===== src/rtl/fetch_stage_if.sv =====
// Instruction-memory request port of the fetch stage.
// req/addr go out, rdata/ready come back; a request stays up until ready.
interface fetch_stage_if;
   logic        req;
   logic [31:0] addr;
   logic [31:0] rdata;
   logic        ready;

   modport master (
      output req,
      output addr,
      input  rdata,
      input  ready
   );

   modport slave (
      input  req,
      input  addr,
      output rdata,
      output ready
   );
endinterface


===== src/rtl/fetch_stage.sv =====
// IF stage plus IF/ID register: owns pc_F, buffers words across stalls.
// Optional FETCH_PERF_CNT_EN adds fetch_wait_cnt / redirect_cnt ports.
module fetch_stage #(
   parameter logic [31:0] RESET_PC = 32'h0000_0000
) (
   input  logic        clk,
   input  logic        rst_n,
   input  logic        stall_F,
   input  logic        stall_D,
   input  logic        pc_src_D,
   input  logic [31:0] pc_branch_D,
   input  logic        jump_D,
   input  logic [31:0] jump_target_D,
   input  logic        jr_D,
   input  logic [31:0] jr_target_D,
   fetch_stage_if.master imem,
   output logic [31:0] instr_D,
   output logic [31:0] pc_plus4_D,
   output logic        valid_D,
   output logic        fetch_busy
`ifdef FETCH_PERF_CNT_EN
   ,
   output logic [31:0] fetch_wait_cnt,
   output logic [31:0] redirect_cnt
`endif
);

   typedef enum logic [1:0] {
      FETCH,
      HELD,
      DROP
   } state_t;

   state_t      state;
   logic [31:0] pc_F;
   logic [31:0] pend_pc;
   logic [31:0] hold_instr;
   logic [31:0] pc_plus4;
   logic [31:0] raw_target;
   logic [31:0] target;
   logic        redirect;

   assign redirect = !stall_D & (pc_src_D | jump_D | jr_D);
   assign pc_plus4 = pc_F + 32'd4;

   always_comb begin
      raw_target = pc_branch_D;
      if (jr_D)
         raw_target = jr_target_D;
      else if (jump_D)
         raw_target = jump_target_D;
   end

   assign target = {raw_target[31:2], 2'b00};

   // HELD parks the word locally, so the memory port is idle there.
   assign imem.req  = rst_n & (state != HELD);
   assign imem.addr = pc_F;

   assign fetch_busy = rst_n &
      (((state == FETCH) & !imem.ready) | (state == DROP));

   always_ff @(posedge clk or negedge rst_n) begin
      if (!rst_n) begin
         state      <= FETCH;
         pc_F       <= RESET_PC;
         pend_pc    <= 32'd0;
         hold_instr <= 32'd0;
         instr_D    <= 32'd0;
         pc_plus4_D <= 32'd0;
         valid_D    <= 1'b0;
      end else begin
         unique case (state)
            FETCH: begin
               if (imem.ready) begin
                  if (redirect) begin
                     instr_D <= 32'd0;
                     valid_D <= 1'b0;
                     pc_F    <= target;
                  end else if (!stall_F && !stall_D) begin
                     instr_D    <= imem.rdata;
                     pc_plus4_D <= pc_plus4;
                     valid_D    <= 1'b1;
                     pc_F       <= pc_plus4;
                  end else begin
                     hold_instr <= imem.rdata;
                     state      <= HELD;
                  end
               end else if (redirect) begin
                  // The old request cannot be withdrawn; drain it first.
                  pend_pc <= target;
                  instr_D <= 32'd0;
                  valid_D <= 1'b0;
                  state   <= DROP;
               end else if (!stall_D) begin
                  instr_D <= 32'd0;
                  valid_D <= 1'b0;
               end
            end
            HELD: begin
               if (redirect) begin
                  instr_D <= 32'd0;
                  valid_D <= 1'b0;
                  pc_F    <= target;
                  state   <= FETCH;
               end else if (!stall_F && !stall_D) begin
                  instr_D    <= hold_instr;
                  pc_plus4_D <= pc_plus4;
                  valid_D    <= 1'b1;
                  pc_F       <= pc_plus4;
                  state      <= FETCH;
               end
            end
            DROP: begin
               if (!stall_D) begin
                  instr_D <= 32'd0;
                  valid_D <= 1'b0;
               end
               if (redirect)
                  pend_pc <= target;
               if (imem.ready) begin
                  pc_F  <= redirect ? target : pend_pc;
                  state <= FETCH;
               end
            end
            default: state <= FETCH;
         endcase
      end
   end

`ifdef FETCH_PERF_CNT_EN
   always_ff @(posedge clk or negedge rst_n) begin
      if (!rst_n) begin
         fetch_wait_cnt <= 32'd0;
         redirect_cnt   <= 32'd0;
      end else begin
         if (fetch_busy && fetch_wait_cnt != 32'hFFFF_FFFF)
            fetch_wait_cnt <= fetch_wait_cnt + 32'd1;
         if (redirect && redirect_cnt != 32'hFFFF_FFFF)
            redirect_cnt <= redirect_cnt + 32'd1;
      end
   end
`endif

endmodule


===== src/flat_wrapper.sv =====
// flat-port wrapper written by rule: the top's interface ports become plain ports
module fetch_stage_flat 
#(
   parameter logic [31:0] RESET_PC = 32'h0000_0000
)
  (clk, rst_n, stall_F, stall_D, pc_src_D, pc_branch_D, jump_D, jump_target_D, jr_D, jr_target_D, instr_D, pc_plus4_D, valid_D, fetch_busy, imem_req, imem_addr, imem_rdata, imem_ready);
  fetch_stage_if imem_i ();
  input  logic clk;
  input  logic rst_n;
  input  logic stall_F;
  input  logic stall_D;
  input  logic pc_src_D;
  input  logic [31:0] pc_branch_D;
  input  logic jump_D;
  input  logic [31:0] jump_target_D;
  input  logic jr_D;
  input  logic [31:0] jr_target_D;
  output logic [31:0] instr_D;
  output logic [31:0] pc_plus4_D;
  output logic valid_D;
  output logic fetch_busy;
  output wire logic [$bits(imem_i.req)-1:0] imem_req;
  output wire logic [$bits(imem_i.addr)-1:0] imem_addr;
  input wire logic [$bits(imem_i.rdata)-1:0] imem_rdata;
  input wire logic [$bits(imem_i.ready)-1:0] imem_ready;
  assign imem_req = imem_i.req;
  assign imem_addr = imem_i.addr;
  assign imem_i.rdata = imem_rdata;
  assign imem_i.ready = imem_ready;
  fetch_stage #(.RESET_PC(RESET_PC)) u_core (.clk(clk), .rst_n(rst_n), .stall_F(stall_F), .stall_D(stall_D), .pc_src_D(pc_src_D), .pc_branch_D(pc_branch_D), .jump_D(jump_D), .jump_target_D(jump_target_D), .jr_D(jr_D), .jr_target_D(jr_target_D), .imem(imem_i), .instr_D(instr_D), .pc_plus4_D(pc_plus4_D), .valid_D(valid_D), .fetch_busy(fetch_busy));
endmodule

===== config.mk =====
export PLATFORM = sky130hd
export DESIGN_NAME = fetch_stage_flat
export DESIGN_NICKNAME = d
export VERILOG_FILES = /design/src/rtl/fetch_stage_if.sv /design/src/rtl/fetch_stage.sv /design/src/flat_wrapper.sv
export SDC_FILE = /design/constraint.sdc
export NUM_CORES = 1
export LEC_CHECK = 0
export ABC_AREA = 1
export BUFFER_PORTS_ARGS = -buffer_cell sky130_fd_sc_hd__buf_4
export CAP_MARGIN = 10
export CORE_MARGIN = 2
export CORE_UTILIZATION = 59
export CTS_BUF_LIST = sky130_fd_sc_hd__clkbuf_8
export DETAILED_ROUTE_END_ITERATION = 16
export GPL_ROUTABILITY_DRIVEN = 0
export GPL_TIMING_DRIVEN = 0
export PLACE_DENSITY = 0.88
export SLEW_MARGIN = 25
export SYNTH_ARGS = -nofsm -noshare
export SYNTH_HDL_FRONTEND = slang
export SYNTH_SLANG_ARGS = --single-unit

===== constraint.sdc =====
create_clock -name clk -period 2.7 [get_ports clk]
set_input_delay 0.405 -clock clk [delete_from_list [all_inputs] [get_ports clk]]
set_output_delay 0.405 -clock clk [all_outputs]
set_load 0.05 [all_outputs]

==> results of run 1 <==
==> power groups by stage <==
stage / Sequential (µW) / Combinational, µW / Clock [µW]
2_1_floorplan: 6500 / 2690 / 0
3_3_place_gp: 4410 / 6910 / 0
3_5_place_dp: 4450 / 7090 / 0
4_1_cts: 4420 / 7130 / 1840
5_1_grt: 4570 / 7690 / 1950
6_report: 4450 / 7150 / 1840
==> cell usage after synthesis (all sizes together) <==
master | number | area (µm²)
nand2 | 478 | 1832
o211ai | 2 | 15.01
and2 | 1 | 6.260
buf | 47 | 284.0
a31oi | 7 | 43.79
inv | 86 | 327.8
nand3b | 3 | 22.52
dfrtp | 163 | 4079
nor2 | 131 | 560.5
a21boi | 1 | 7.510
nand4 | 33 | 206.5
nand3 | 39 | 217.7
o21ai | 158 | 805.8
a21oi | 32 | 160.2
clkbuf | 18 | 67.56
clkinv | 1 | 3.750
xnor2 | 5 | 43.79
xor2 | 9 | 78.83
or2 | 2 | 12.52
ha | 5 | 62.56
==> path summary, 6_finish.rpt <==
kind                                   start                     to  slack, ps  cells after the start
min                           imem_rdata[25]  u_core.hold_instr[25]        200                      3
max reg2reg                  u_core.state[0]   u_core.imem.addr[29]        620                      9
min in group asynchronous              rst_n  u_core.pc_plus4_D[20]        540                      3
max                                    rst_n             fetch_busy        320                      6
min reg2reg                u_core.pend_pc[1]      u_core.pend_pc[1]        480                      2
max in group asynchronous              rst_n     u_core.instr_D[26]       1750                      3
==> metrics by stage <==
stage               setup TNS [ps]  instance area, µm²
finish                           0               11260
global route                     0               11260
CTS                              0               11260
detailed placement               0               10810
global placement            -530.7               10770
floorplan                        0                8837
==> repair_timing <==
action | CTS | global route
hold buffers | 2 | 0
hold endpoints to repair | 69 | 0
gates resized for setup | 0 | 0
==> registers in the layout (all words and copies together) (netlist names) <==
register           flops
u_core.pc_plus4_D     32
u_core.imem.addr      32
u_core.valid_D         1
u_core.pend_pc        32
u_core.instr_D        32
u_core.hold_instr     32
u_core.state           2
==> cell type report <==
cell class	count	area, µm²	area share [%]
Clock buffer	21	289.0	2.567
Sequential cell	163	4079	36.22
Buffer	65	351.6	3.122
Timing Repair Buffer	230	1777	15.78
Clock inverter	11	127.6	1.133
Inverter	87	331.6	2.944
Multi-Input combinational cell	906	4075	36.19
Tap cell	184	230.2	2.044
==> cell families after synthesis <==
group	Yosys count	synth area share [%]
AO/OA/AOI/OAI	200	11.68
XOR/XNOR	14	1.388
adder cells (fa/ha/maj)	5	0.7079
buffers and inverters	152	7.730
flip-flops	163	46.16
AND/OR/NAND/NOR	687	32.34
==> per-layer routing <==
| metal | wire (µm) | global-route usage (%) |
|---|---|---|
| met1 | 10790 | 45.48 |
| met2 | 12180 | 51.81 |
| met3 | 2267 | 6.537 |
| met4 | 1010 | 15.38 |
| met5 | 0 | 0 |
==> worst max-delay path: cells and delay by family <==
kind                   cells  cell delay [ps]
and+or+nand+nor            1              120
buffers and inverters      5             1360
==> summary.md, run 1 <==
| Metric | Value |
|---|---|
| WP data arrival | 1980 ps |
| Max clock buf depth | 2 |
| Switching Fraction | 50.69% |
| Reg power frac | 33.1% |
| Ordered list of cells on the worst path | dlygate4sd3_1 -> buf_8 -> buf_16 -> inv_1 -> nor2_1 -> buf_4 |
| WL final | 26250 µm |
| Status | finished clean |
| Vias/cell | 5.557 |
| Starting density of the core | 60.57% |
| Core area | 14590 µm² |
| Synth Cell Area | 8837 µm² |
| Psw | 6814 µW |
| Post-layout util | 77.19% |
| Crit Path Class | in2out |
| Commonest cells after routing, fill and taps aside | nand2_1 (471), buf_4 (233), dfrtp_1 (163) |
| Reg clk slew, reported paths | 90 ps |
| Clk root buf | clkbuf_8 |
| Area growth from synthesis to layout | 27.42% |
| Pin count of the biggest net entering global routing | 96 |
| Fill cells | 1114 |
| Clock sinks | 163 |
| Fin cells | 1667 |
| Vias in the first global route | 8761 |
| Proportion of layout cells with a drive suffix above 1 | 22.99% |
| Syn nets | 1362 |
| # IOs | 235 |
| Final slew viol count | 0 |
| Worst slew pin tran | 577.6 ps |
| Number of max-cap violations | 0 |
| Relative slew slack | 61.50% |
| Clock power frac | 13.7% |
| Pwr Total | 13440 µW |
| #FFs+latches synth | 163 |
| Sequential area share after synthesis | 46.16% |
| Worst Path Max Fanout | 95 |
| Worst Hold Class | in2reg |
| Final Hold Vio Count | 0 |
| PwrDens | 1194 nW/µm² |
| Max incr delay on CP | 560 ps |
| CTS tree | yes |
| DP Cell Count | 1633 |
| Row Count | 44 |
| Htree depth | 4 |
| Worst skew pair latency | 460 ps |
| Netlist cell types | 35 |
| Setup violations, final | 0 |
| Final net count | 1611 |
| Commonest non-fill, non-tap cell in the layout | nand2_1 |
| Startpoint Class | input port |
| GR Overflow Total | 0 |
| Vias | 9264 |
| Crit path capture type | output pin |
| Peak supply drop | 857.3 µV |
| HPWL Detailed | 19740 µm |
| Antenna diode count | 0 |
| Combinational power share | 53.2% |
| Die W | 126.4 µm |
| Die area | 15970 µm² |
| Synthesized area per cell | 7.238 µm² |
| Post-Synthesis Cells | 1221 |
| Slowest-stage cell, CP | dlygate4sd3_1 |
| Tcrit/Tclk final | 88.27% |
| Tmin final | 2383 ps |
| Power Internal | 6628 µW |
| RSZ-0062 raised after global routing | no |
| Initial antenna violation count | 0 |
| Routed length per instance | 15.75 µm |
| Setup Skew | 11.68 ps |
| CP required | 2300 ps |
| Static leakage | 0.005969 µW |
| IO buf count | 227 |
| Post-route setup slack | 316.8 ps |
| Synthesis Warnings | 0 |
| Drt drc | 0 |
| First-pass GRT wire length | 42660 µm |
| Final ANT Viol Nets | 0 |
| Setup WS pre-CTS | 489.3 ps |
| Num CTS Buffers | 17 |
| WHS | 200.2 ps |
| Fmax | 419.6 MHz |
| 1st-iter DRT viols | 859 |
| Total GRT Usage | 33.33% |
| DR pass1 iterations | 6 |
| Die Span Y | 126.4 µm |
| Setup Fix Bufs, Post-CTS | 0 |
(Power assumes the default switching activity.)
==> run 2: changes to the inputs <==
--- a/config.mk
+++ b/config.mk
@@ -9,13 +9,11 @@
 export BUFFER_PORTS_ARGS = -buffer_cell sky130_fd_sc_hd__buf_4
 export CAP_MARGIN = 10
 export CORE_MARGIN = 2
-export CORE_UTILIZATION = 59
+export CORE_UTILIZATION = 55
 export CTS_BUF_LIST = sky130_fd_sc_hd__clkbuf_8
 export DETAILED_ROUTE_END_ITERATION = 16
 export GPL_ROUTABILITY_DRIVEN = 0
-export GPL_TIMING_DRIVEN = 0
-export PLACE_DENSITY = 0.88
-export SLEW_MARGIN = 25
+export PLACE_DENSITY = 0.83
 export SYNTH_ARGS = -nofsm -noshare
 export SYNTH_HDL_FRONTEND = slang
 export SYNTH_SLANG_ARGS = --single-unit
==> run 2 against run 1 <==
Clock-buffer cell count is 4 lower. Fmax is 0.20% lower. Non-clock buffer count is 53 lower. Die area is 7.0% higher. Via count is 5.4% lower. Global-route usage is 3.7 points lower. Routed wire length is 4.9% lower. Sequential share of layout area is 0.89 points higher. Combinational power is 4.2% lower. Critical endpoint is now u_core.instr_D[22].
==> summary.md, run 2 (synthesis results as in run 1) <==
| Metric | Value |
|---|---|
| Status | finished clean (unchanged) |
| Setup violations, final | 0 (unchanged) |
| Peak supply drop | 645.5 µV (was 857.3 µV) |
| 1st-iter DRT viols | 676 (was 859) |
| Reg clk slew, reported paths | 90 ps (about the same) |
| RSZ-0062 raised after global routing | no (unchanged) |
| Final net count | 1559 (was 1611) |
| Critical path's top delay family | simple AND/OR/NAND/NOR gates (was buffers and inverters) |
| Die Span Y | 130.8 µm (was 126.4 µm) |
| Commonest cells after routing, fill and taps aside | nand2_1 (471), buf_4 (241), dfrtp_1 (163) (was nand2_1 (471), buf_4 (233), dfrtp_1 (163)) |
| Slowest-stage cell, CP | o21ai_4 (was dlygate4sd3_1) |
| Clock sinks | 163 (unchanged) |
| CP required | 3060 ps (was 2300 ps) |
| Fill cells | 1386 (was 1114) |
| Htree depth | 4 (unchanged) |
| CTS tree | yes (unchanged) |
| Antenna diode count | 0 (unchanged) |
| Worst Hold Class | in2async (was in2reg) |
| WP buf/inv | 2 (was 5) |
| Die W | 130.8 µm (was 126.4 µm) |
| Area growth from synthesis to layout | 24.38% (was 27.42%) |
| Tmin final | 2388 ps (was 2383 ps) |
| DR pass1 iterations | 6 (unchanged) |
| WP data arrival | 2750 ps (was 1980 ps) |
| HPWL Detailed | 17890 µm (was 19740 µm) |
| Starting density of the core | 56.04% (was 60.57%) |
| Worst skew pair latency | 470 ps (was 460 ps) |
| Max clock buf depth | 2 (unchanged) |
| Ordered list of cells on the worst path | inv_1 -> ha_1 -> nand2_1 -> inv_1 -> o21ai_4 -> nand3_4 -> nand2_1 -> nand2_1 (was dlygate4sd3_1 -> buf_8 -> buf_16 -> inv_1 -> nor2_1 -> buf_4) |
| Final ANT Viol Nets | 0 (unchanged) |
| Vias in the first global route | 7880 (was 8761) |
| Initial antenna violation count | 0 (unchanged) |
| Post_cts resized | 0 (unchanged) |
| Die area | 17100 µm² (was 15970 µm²) |
| # IOs | 235 (unchanged) |
| WHS | 20.37 ps (was 200.2 ps) |
| Setup Skew | 12.86 ps (was 11.68 ps) |
| Static leakage | 0.005793 µW (was 0.005969 µW) |
| CP most frequent cell | nand2_1 |
| Vias/cell | 5.319 (was 5.557) |
| Crit Path Class | reg2reg (was in2out) |
| Post-route setup slack | 312.1 ps (was 316.8 ps) |
| Core area | 15770 µm² (was 14590 µm²) |
| Commonest non-fill, non-tap cell in the layout | nand2_1 (unchanged) |
| Relative slew slack | 43.16% (was 61.50%) |
| Drt drc | 0 (unchanged) |
| First-pass GRT wire length | 39390 µm (was 42660 µm) |
| PwrDens | 1194 nW/µm² (about the same) |
| Fmax | 418.8 MHz (was 419.6 MHz) |
| R2R Setup Slk | 310 ps (was 620 ps) |
| Startpoint Class | register (was input port) |
| Tcrit/Tclk final | 88.44% (was 88.27%) |
| Row Count | 46 (was 44) |
| Worst slew pin tran | 852.5 ps (was 577.6 ps) |
| Max incr delay on CP | 530 ps (was 560 ps) |
| Crit path capture type | register (was output pin) |
| Total GRT Usage | 29.65% (was 33.33%) |
| Num CTS Buffers | 17 (unchanged) |
| Routed length per instance | 15.16 µm (was 15.75 µm) |
| Final Hold Vio Count | 0 (unchanged) |
| Pin count of the biggest net entering global routing | 68 (was 96) |
| Final slew viol count | 0 (unchanged) |
| Clk root buf | clkbuf_8 (unchanged) |
| Setup TNS | 0 ps (unchanged) |
| Worst Path Max Fanout | 32 (was 95) |
| Number of max-cap violations | 0 (unchanged) |
| GR Overflow Total | 0 (unchanged) |
| IO buf count | 228 (was 227) |
| Setup WS pre-CTS | 51.10 ps (was 489.3 ps) |
| Proportion of layout cells with a drive suffix above 1 | 21.52% (was 22.99%) |
| Vias | 8760 (was 9264) |
| WL final | 24960 µm (was 26250 µm) |
-- run 2: cell count changes in the layout (fill, tap and decap cells not counted), moves of 2 or more --
cell and change:
buf_2 -35, clkbuf_1 -18, buf_4 +8, inv_6 +6, buf_6 -4, clkbuf_8 -4, clkinvlp_4 -3, buf_16 -2
-- run 2: report_power, final --
group          leakage [µW]  internal (µW)  switching (µW)
Clock              0.000208            850             982
Sequential          0.00203           3540             900
Combinational       0.00355           2020            4830
Total               0.00579           6400            6720
-- run 2: per-layer routing --
layer | part of all wire (%) | track usage (%) | vias to the layer above | routed length, µm
li1 | - | - | 4269 | -
met1 | 43 | 42.97 | 4065 | 10800
met2 | 47 | 44.45 | 379 | 11640
met3 | 7.7 | 5.985 | 47 | 1922
met4 | 2.4 | 10.95 | 0 | 597
met5 | 0 | 0 | - | 0
-- run 2: layout make-up --
cell class	count	area, µm²	share of cell area [%]
Clock inverter	15	172.7	1.571
Multi-Input combinational cell	907	4084	37.15
Sequential cell	163	4079	37.11
Tap cell	216	270.3	2.459
Clock buffer	17	234.0	2.129
Timing Repair Buffer	242	1821	16.56
Inverter	87	331.6	3.017
-- run 2: worst register-to-register path: stages, from the launching register on --
cell and delay (ps):
dfrtp_1 440, inv_1 100, ha_1 220, nand2_1 100, inv_1 170, o21ai_4 530
nand3_4 480, nand2_1 190, nand2_1 60
-- run 2: worst paths after layout --
path	start	endpoint	cells after the start
hold reg to reg	u_core.pend_pc[1]	u_core.pend_pc[1]	2
setup / recovery	u_core.state[1]	u_core.instr_D[22]	8
setup reg to reg	u_core.state[1]	u_core.instr_D[22]	8
min in group clk	imem_rdata[24]	u_core.hold_instr[24]	3
hold / removal	rst_n	u_core.imem.addr[29]	2
max in group asynchronous	rst_n	u_core.hold_instr[21]	2
-- run 2: timing repair --
action,in CTS,in global routing
hold buffers,0,0
endpoints found under the setup margin,0,32
buffers inserted,0,0
endpoints found under the hold margin,0,0
-- run 2: per-stage QoR --
step	area (µm²)	utilization (%)	power [µW]	instances
3_5_place_dp	10580	67.07	11270	1614
3_3_place_gp	10580	67.07	11100	1614
4_1_cts	10980	69.64	13100	1646
6_report	10990	69.70	13120	1647
5_1_grt	10990	69.70	13930	1647
2_1_floorplan	8837	-	9193	1221
